$ cat config.mk
export PLATFORM = sky130hd
export DESIGN_NAME = sm83_alu_seq
export DESIGN_NICKNAME = d
export VERILOG_FILES = /design/src/rtl/sm83_alu_seq.sv
export SDC_FILE = /design/constraint.sdc
export NUM_CORES = 1
export LEC_CHECK = 0
export ABC_CLOCK_PERIOD_IN_PS = 2600
export CAP_MARGIN = 5
export CORE_ASPECT_RATIO = 1.2
export CORE_MARGIN = 5
export CORE_UTILIZATION = 51
export CTS_BUF_LIST = sky130_fd_sc_hd__clkbuf_16
export DETAILED_ROUTE_END_ITERATION = 16
export PLACE_DENSITY = 0.84
export SETUP_SLACK_MARGIN = 0.3
export SKIP_LAST_GASP = 1
export SLEW_MARGIN = 10
export SYNTH_ARGS = -nofsm -noshare
export SYNTH_HDL_FRONTEND = slang
export SYNTH_SLANG_ARGS = --single-unit
$ cat constraint.sdc
create_clock -name i_clk -period 2.6 [get_ports i_clk]
set_clock_uncertainty 0.1 [all_clocks]
set_input_delay 0.39 -clock i_clk [delete_from_list [all_inputs] [get_ports i_clk]]
set_output_delay 0.39 -clock i_clk [all_outputs]
set_load 0.1 [all_outputs]
$ cat src/rtl/sm83_alu_seq.sv
// SM83 ALU sequencer: drives a 4-bit ALU core through one 8-bit op
// (load A, load B, low nibble, high nibble, result) and returns data plus Z/N/H/C.
module sm83_alu_seq #(
  parameter int ALU_WIDTH = 4
) (
  input  logic                   i_clk,
  input  logic                   i_reset,
  input  logic                   i_req_valid,
  output logic                   o_req_ready,
  input  logic [2:0]             i_req_op,
  input  logic [2*ALU_WIDTH-1:0] i_req_a,
  input  logic [2*ALU_WIDTH-1:0] i_req_b,
  input  logic                   i_req_cf,
  output logic                   o_resp_valid,
  input  logic                   i_resp_ready,
  output logic [2*ALU_WIDTH-1:0] o_resp_data,
  output logic [3:0]             o_resp_flags,
  output logic [2*ALU_WIDTH-1:0] o_alu_din,
  input  logic [2*ALU_WIDTH-1:0] i_alu_dout,
  input  logic                   i_alu_carry,
  input  logic                   i_alu_zero,
  output logic                   o_alu_load_a,
  output logic                   o_alu_load_b,
  output logic                   o_alu_shift_oe,
  output logic                   o_alu_result_oe,
  output logic                   o_alu_op_low,
  output logic                   o_alu_op_b_high,
  output logic                   o_alu_negate,
  output logic                   o_alu_carry_in,
  output logic                   o_alu_no_carry_out,
  output logic                   o_alu_force_carry,
  output logic                   o_alu_ignore_carry
);

  localparam int DW = 2 * ALU_WIDTH;

  typedef enum logic [2:0] {
    S_IDLE, S_LD_A, S_LD_B, S_LO, S_HI, S_RES, S_DONE
  } state_t;

  state_t          r_state;
  logic [2:0]      r_op;
  logic [DW-1:0]   r_a;
  logic [DW-1:0]   r_b;
  logic            r_cf;
  logic            r_lc;
  logic            r_hc;

  logic            w_r;
  logic            w_s;
  logic            w_v;
  logic            w_neg;
  logic            w_cin;
  logic            w_arith;
  logic            w_sub;
  logic            w_h;
  logic            w_c;

  assign o_req_ready = (r_state == S_IDLE);

  // Core control word and flag rules for the latched op
  always_comb begin
    w_r     = 1'b0;
    w_s     = 1'b0;
    w_v     = 1'b0;
    w_neg   = 1'b0;
    w_cin   = 1'b0;
    w_arith = 1'b0;
    w_sub   = 1'b0;
    unique case (r_op)
      3'd0: w_arith = 1'b1;
      3'd1: begin
        w_arith = 1'b1;
        w_cin   = r_cf;
      end
      3'd2, 3'd7: begin
        w_arith = 1'b1;
        w_sub   = 1'b1;
        w_neg   = 1'b1;
        w_cin   = 1'b1;
      end
      3'd3: begin
        w_arith = 1'b1;
        w_sub   = 1'b1;
        w_neg   = 1'b1;
        w_cin   = ~r_cf;
      end
      3'd4: begin
        w_s   = 1'b1;
        w_cin = 1'b1;
      end
      3'd5: w_r = 1'b1;
      3'd6: begin
        w_r = 1'b1;
        w_v = 1'b1;
      end
    endcase
    w_h = w_arith ? (w_sub ? ~r_lc : r_lc) : w_s;
    w_c = w_arith ? (w_sub ? ~r_hc : r_hc) : 1'b0;
  end

  // Sequencer FSM with registered core controls and response
  always_ff @(posedge i_clk) begin
    if (i_reset) begin
      r_state            <= S_IDLE;
      r_op               <= 3'd0;
      r_a                <= '0;
      r_b                <= '0;
      r_cf               <= 1'b0;
      r_lc               <= 1'b0;
      r_hc               <= 1'b0;
      o_resp_valid       <= 1'b0;
      o_resp_data        <= '0;
      o_resp_flags       <= 4'd0;
      o_alu_din          <= '0;
      o_alu_load_a       <= 1'b0;
      o_alu_load_b       <= 1'b0;
      o_alu_shift_oe     <= 1'b0;
      o_alu_result_oe    <= 1'b0;
      o_alu_op_low       <= 1'b0;
      o_alu_op_b_high    <= 1'b0;
      o_alu_negate       <= 1'b0;
      o_alu_carry_in     <= 1'b0;
      o_alu_no_carry_out <= 1'b0;
      o_alu_force_carry  <= 1'b0;
      o_alu_ignore_carry <= 1'b0;
    end else begin
      unique case (r_state)
        S_IDLE: begin
          if (i_req_valid) begin
            r_op           <= i_req_op;
            r_a            <= i_req_a;
            r_b            <= i_req_b;
            r_cf           <= i_req_cf;
            o_alu_din      <= i_req_a;
            o_alu_shift_oe <= 1'b1;
            o_alu_load_a   <= 1'b1;
            r_state        <= S_LD_A;
          end
        end
        S_LD_A: begin
          o_alu_din    <= r_b;
          o_alu_load_a <= 1'b0;
          o_alu_load_b <= 1'b1;
          r_state      <= S_LD_B;
        end
        S_LD_B: begin
          o_alu_din          <= '0;
          o_alu_shift_oe     <= 1'b0;
          o_alu_load_b       <= 1'b0;
          o_alu_op_low       <= 1'b1;
          o_alu_op_b_high    <= 1'b0;
          o_alu_negate       <= w_neg;
          o_alu_carry_in     <= w_cin;
          o_alu_no_carry_out <= w_r;
          o_alu_force_carry  <= w_s;
          o_alu_ignore_carry <= w_v;
          r_state            <= S_LO;
        end
        S_LO: begin
          // Low-nibble carry chains into the high nibble for arithmetic
          r_lc            <= i_alu_carry;
          o_alu_carry_in  <= w_arith ? i_alu_carry : w_cin;
          o_alu_op_low    <= 1'b0;
          o_alu_op_b_high <= 1'b1;
          r_state         <= S_HI;
        end
        S_HI: begin
          r_hc            <= i_alu_carry;
          o_alu_op_b_high <= 1'b0;
          o_alu_result_oe <= 1'b1;
          r_state         <= S_RES;
        end
        S_RES: begin
          o_resp_data        <= (r_op == 3'd7) ? r_a : i_alu_dout;
          o_resp_flags       <= {i_alu_zero, w_sub, w_h, w_c};
          o_resp_valid       <= 1'b1;
          o_alu_result_oe    <= 1'b0;
          o_alu_negate       <= 1'b0;
          o_alu_carry_in     <= 1'b0;
          o_alu_no_carry_out <= 1'b0;
          o_alu_force_carry  <= 1'b0;
          o_alu_ignore_carry <= 1'b0;
          r_state            <= S_DONE;
        end
        S_DONE: begin
          if (i_resp_ready) begin
            o_resp_valid <= 1'b0;
            r_state      <= S_IDLE;
          end
        end
        default: r_state <= S_IDLE;
      endcase
    end
  end

endmodule

==> summary.md <==
| Metric | Value |
|---|---|
| Initial standard-cell utilization of the core | 52.6% |
| Reg2reg start | r_state[2]$_SDFFE_PP0P_ |
| Number of buffers inserted during clock tree synthesis | 9 |
| Number of placement rows | 27 |
| Post-cts resize count | 0 |
| H-tree depth | 3 |
| Total leakage power | 1.33 nW |
| Yosys warning count | 0 |
| Core area | 4590 um2 |
| Unrepaired setup endpoints after global routing | false |
| Share of the cycle needed by the critical path after routing | 79.3% |
| Run status | completed |
| Placed inst area | 3000 um2 |
| Non-Filler Cell Area, Final | 3240 um2 |
| FMAX | 0.485 GHz |
| Half-perimeter wire length of the detailed placement result | 4160 um |
| Iteration-0 DRC Markers | 216 |
| Synthesized area per cell | 8.06 um2 |
| Peak fanout along the critical path | 21 |
| Buffers inserted during post-CTS setup optimization | 0 |
| Worst Setup Start Kind | flip-flop |
| Vert. Die Dim | 85.4 um |
| Setup crit end kind | flip-flop |
| Count of input and output buffers | 66 |
| Share of power burned in combinational logic | 23.6% |
| First-pass GRT wire length | 10100 um |
| Net count after synthesis | 334 |
| Top cell type by total area after synthesis | sky130_fd_sc_hd__dfxtp_1 |
| Leftover overflow at the end of global routing | 0 |
| Hold violation total from the final report | 0 |
| Die Area | 6220 um2 |
| Total wire length | 6150 um |
| Accumulated negative setup slack | 0 ns |
| Horizontal die dimension | 72.8 um |
| Length of the first detailed-routing pass in iterations | 5 |
| Area growth from synthesis to layout | 34.2% |
| Start point of the worst min-delay path | o_alu_op_low$_SDFFE_PP0P_ |
| Antenna diode instance count | 0 |
| Share of the synthesized area in compound gates (AO/OA/AOI/OAI) | 20.1% |
| Most frequent standard cell in the layout excluding fill and tap cells | sky130_fd_sc_hd__dfxtp_1 |
| Clock-pin transition on the worst setup and hold timing paths | 0.05 ns |
| Boundary pin count | 67 |
| Ratio of cells with drive above 1 in the final layout | 15.6% |
| Root buffer selected by CTS | sky130_fd_sc_hd__clkbuf_16 |
| GRT Total Usage | 21.0% |
| Worst min path class | flip-flop to flip-flop |
| Synth Area in Simple Gates | 20.9% |
| Antenna Nets Post-Route | 0 |
| Total of max-cap violations | 0 |
| Total power density per cell area | 783 nW/um2 |
| Source of the critical timing path | r_state[2]$_SDFFE_PP0P_ |
| Commonest non-fill, non-tap cells in the layout | 57 x sky130_fd_sc_hd__dfxtp_1, 49 x sky130_fd_sc_hd__nand2_1, 42 x sky130_fd_sc_hd__a21oi_1 |
| RD Place Congestion | 0.816 |
| Cell internal power dissipation | 0.00172 W |
| Nets@finish | 392 |
| Mux cell area share after synthesis | 4.55% |
| Ratio of routed vias to standard cells | 5.43 |
| Required time reported for the critical path endpoint | 2.72 ns |
| Total DRC errors in the routed layout | 0 |
| Post-synthesis instance area | 2420 um2 |
| Min cycle time layout | 2.06 ns |
| Sw Share | 32.2% |
| Clock Latency Late Sink | 0.32 ns |
| Clk network pwr share | 37.5% |
| Longest Clk Path Bufs | 2 |
| Area fraction of the dominant cell type after synthesis | 47.2% |
| Worst EP arrival | 2.18 ns |
| Xor/xnor share of the synthesized area | 0.362% |
| Portion of the post-synthesis area used by sequential elements | 47.2% |
| Sink Count | 57 |
| Worst supply voltage drop on vdd | 0.511 mV |
| Number of unique standard cell types used by synthesis | 34 |
| Synth top area cells | sky130_fd_sc_hd__dfxtp_1 47%, sky130_fd_sc_hd__a21oi_1 8.7%, sky130_fd_sc_hd__nand2_1 7.6% |
| Normalized max-slew margin | 44.3% |
| Count of pins over their slew limit | 0 |
| Kind of critical path | flip-flop to flip-flop |
| Synthesized netlist cell count | 300 |
| Combinational family with the most area after synthesis | simple AND/OR/NAND/NOR gates |
| Via count of the first global-routing pass | 2074 |
| Count of hold-fix buffers inserted at cts | 0 |
| Transition time at the pin with the least slew margin | 0.836 ns |
| DR WL/cell | 14.7 um |
| Number of synthesized register bits | 57 |
| P_sw | 0.000818 W |
| Total vias in the final route | 2271 |
| Share of total power in sequential cells | 38.9% |
| Final setup violation count | 0 |
| Initial antenna violation count | 0 |
| Post-synthesis share of cell area spent on full adders, half adders and majority gates | 0% |
| CTS tree | built |
| Maximum number of pins on one net before global-route repair | 48 |
==> cell families after synthesis <==
kind of cell    Yosys count
mux                      11
simple gates            113
compound gates           82
xor+xnor                  1
flops                    57
buf+inv                  36
==> path summary, 6_finish.rpt <==
kind,end,slack [ns],cells after the start
worst max-delay path,o_resp_data[7]$_SDFFE_PP0N_,0.54,5
worst min-delay path,o_alu_op_low$_SDFFE_PP0P_,0.35,2
worst max register to register,o_resp_data[7]$_SDFFE_PP0N_,0.54,5
worst min register to register,o_alu_op_low$_SDFFE_PP0P_,0.35,2
==> through the flow <==
step,setup WS [ns],instances,total power [W],hold WS [ns],utilization [%]
5_1_grt,0.386,418,0.00265,0.369,70.6
6_report,0.539,418,0.00254,0.353,70.6
3_3_place_gp,0.587,405,0.00159,0.342,65.4
4_1_cts,0.556,418,0.00256,0.356,70.6
2_1_floorplan,0.572,300,0.00145,0.336,-
3_5_place_dp,0.508,405,0.00160,0.350,65.4
==> cells in the mapped netlist <==
| cell type | count |
|---|---|
| sky130_fd_sc_hd__buf_2 | 12 |
| sky130_fd_sc_hd__nand3b_1 | 2 |
| sky130_fd_sc_hd__a21oi_1 | 42 |
| sky130_fd_sc_hd__clkbuf_1 | 7 |
| sky130_fd_sc_hd__a31oi_1 | 2 |
| sky130_fd_sc_hd__o21ai_0 | 7 |
| sky130_fd_sc_hd__nand3_2 | 1 |
| sky130_fd_sc_hd__nor2_2 | 1 |
| sky130_fd_sc_hd__or3b_1 | 1 |
| sky130_fd_sc_hd__nand2b_2 | 1 |
| sky130_fd_sc_hd__nand3_1 | 2 |
| sky130_fd_sc_hd__and2_1 | 1 |
| sky130_fd_sc_hd__a221oi_1 | 1 |
| sky130_fd_sc_hd__dfxtp_1 | 57 |
| sky130_fd_sc_hd__buf_1 | 1 |
| sky130_fd_sc_hd__o31a_2 | 1 |
| sky130_fd_sc_hd__a211oi_1 | 18 |
| sky130_fd_sc_hd__and3_1 | 2 |
| sky130_fd_sc_hd__inv_1 | 11 |
| sky130_fd_sc_hd__a21boi_0 | 1 |
| sky130_fd_sc_hd__nand2b_1 | 2 |
| sky130_fd_sc_hd__nor4b_2 | 1 |
| sky130_fd_sc_hd__nand2_1 | 49 |
| sky130_fd_sc_hd__mux2i_1 | 11 |
| sky130_fd_sc_hd__o22ai_1 | 8 |
| sky130_fd_sc_hd__xor2_1 | 1 |
| sky130_fd_sc_hd__buf_4 | 4 |
| sky130_fd_sc_hd__nor4_1 | 3 |
| sky130_fd_sc_hd__nor3_1 | 7 |
| sky130_fd_sc_hd__a2111oi_0 | 2 |
| sky130_fd_sc_hd__clkbuf_2 | 1 |
| sky130_fd_sc_hd__nor2_1 | 37 |
| sky130_fd_sc_hd__nor2b_1 | 2 |
| sky130_fd_sc_hd__nor3_2 | 1 |
==> state kept, by name (all words and copies together), names as in the netlist, 3 cells and up <==
register	cells
o_alu_din	8
r_a	8
o_resp_flags	4
r_state	3
r_op	3
r_b	8
o_resp_data	8
==> critical path: stages (launching register included) <==
cell and delay (ns):
sky130_fd_sc_hd__dfxtp_1 0.68, sky130_fd_sc_hd__inv_1 0.42, sky130_fd_sc_hd__nor2_2 0.19, sky130_fd_sc_hd__buf_4 0.27, sky130_fd_sc_hd__nor2_1 0.06, sky130_fd_sc_hd__a211oi_1 0.23
==> routing by layer <==
layer | global-route usage [%] | vias up | wire, um
li1 | - | 1144 | -
met1 | 26.4 | 1035 | 2570
met2 | 33.3 | 82 | 3090
met3 | 6.75 | 10 | 371
met4 | 7.55 | 0 | 114
met5 | 0 | - | 0
==> final cells by class <==
class                           instances  area [um2]
Timing Repair Buffer                   72         618
Clock inverter                          4        15.0
Multi-Input combinational cell        207        1130
Clock buffer                            9         225
Inverter                               11        41.3
Sequential cell                        57        1140
Fill cell                             393        1350
Tap cell                               58        72.6
==> power groups by stage <==
stage               Clock, W  Sequential (W)  Combinational, W
floorplan                  0         0.00122          0.000227
global placement           0         0.00100          0.000590
detailed placement         0         0.00100          0.000597
CTS                 0.000966        0.000988          0.000601
global route         0.00102        0.000997          0.000635
finish              0.000952        0.000988          0.000600
Power figures use the tool's default switching activity.
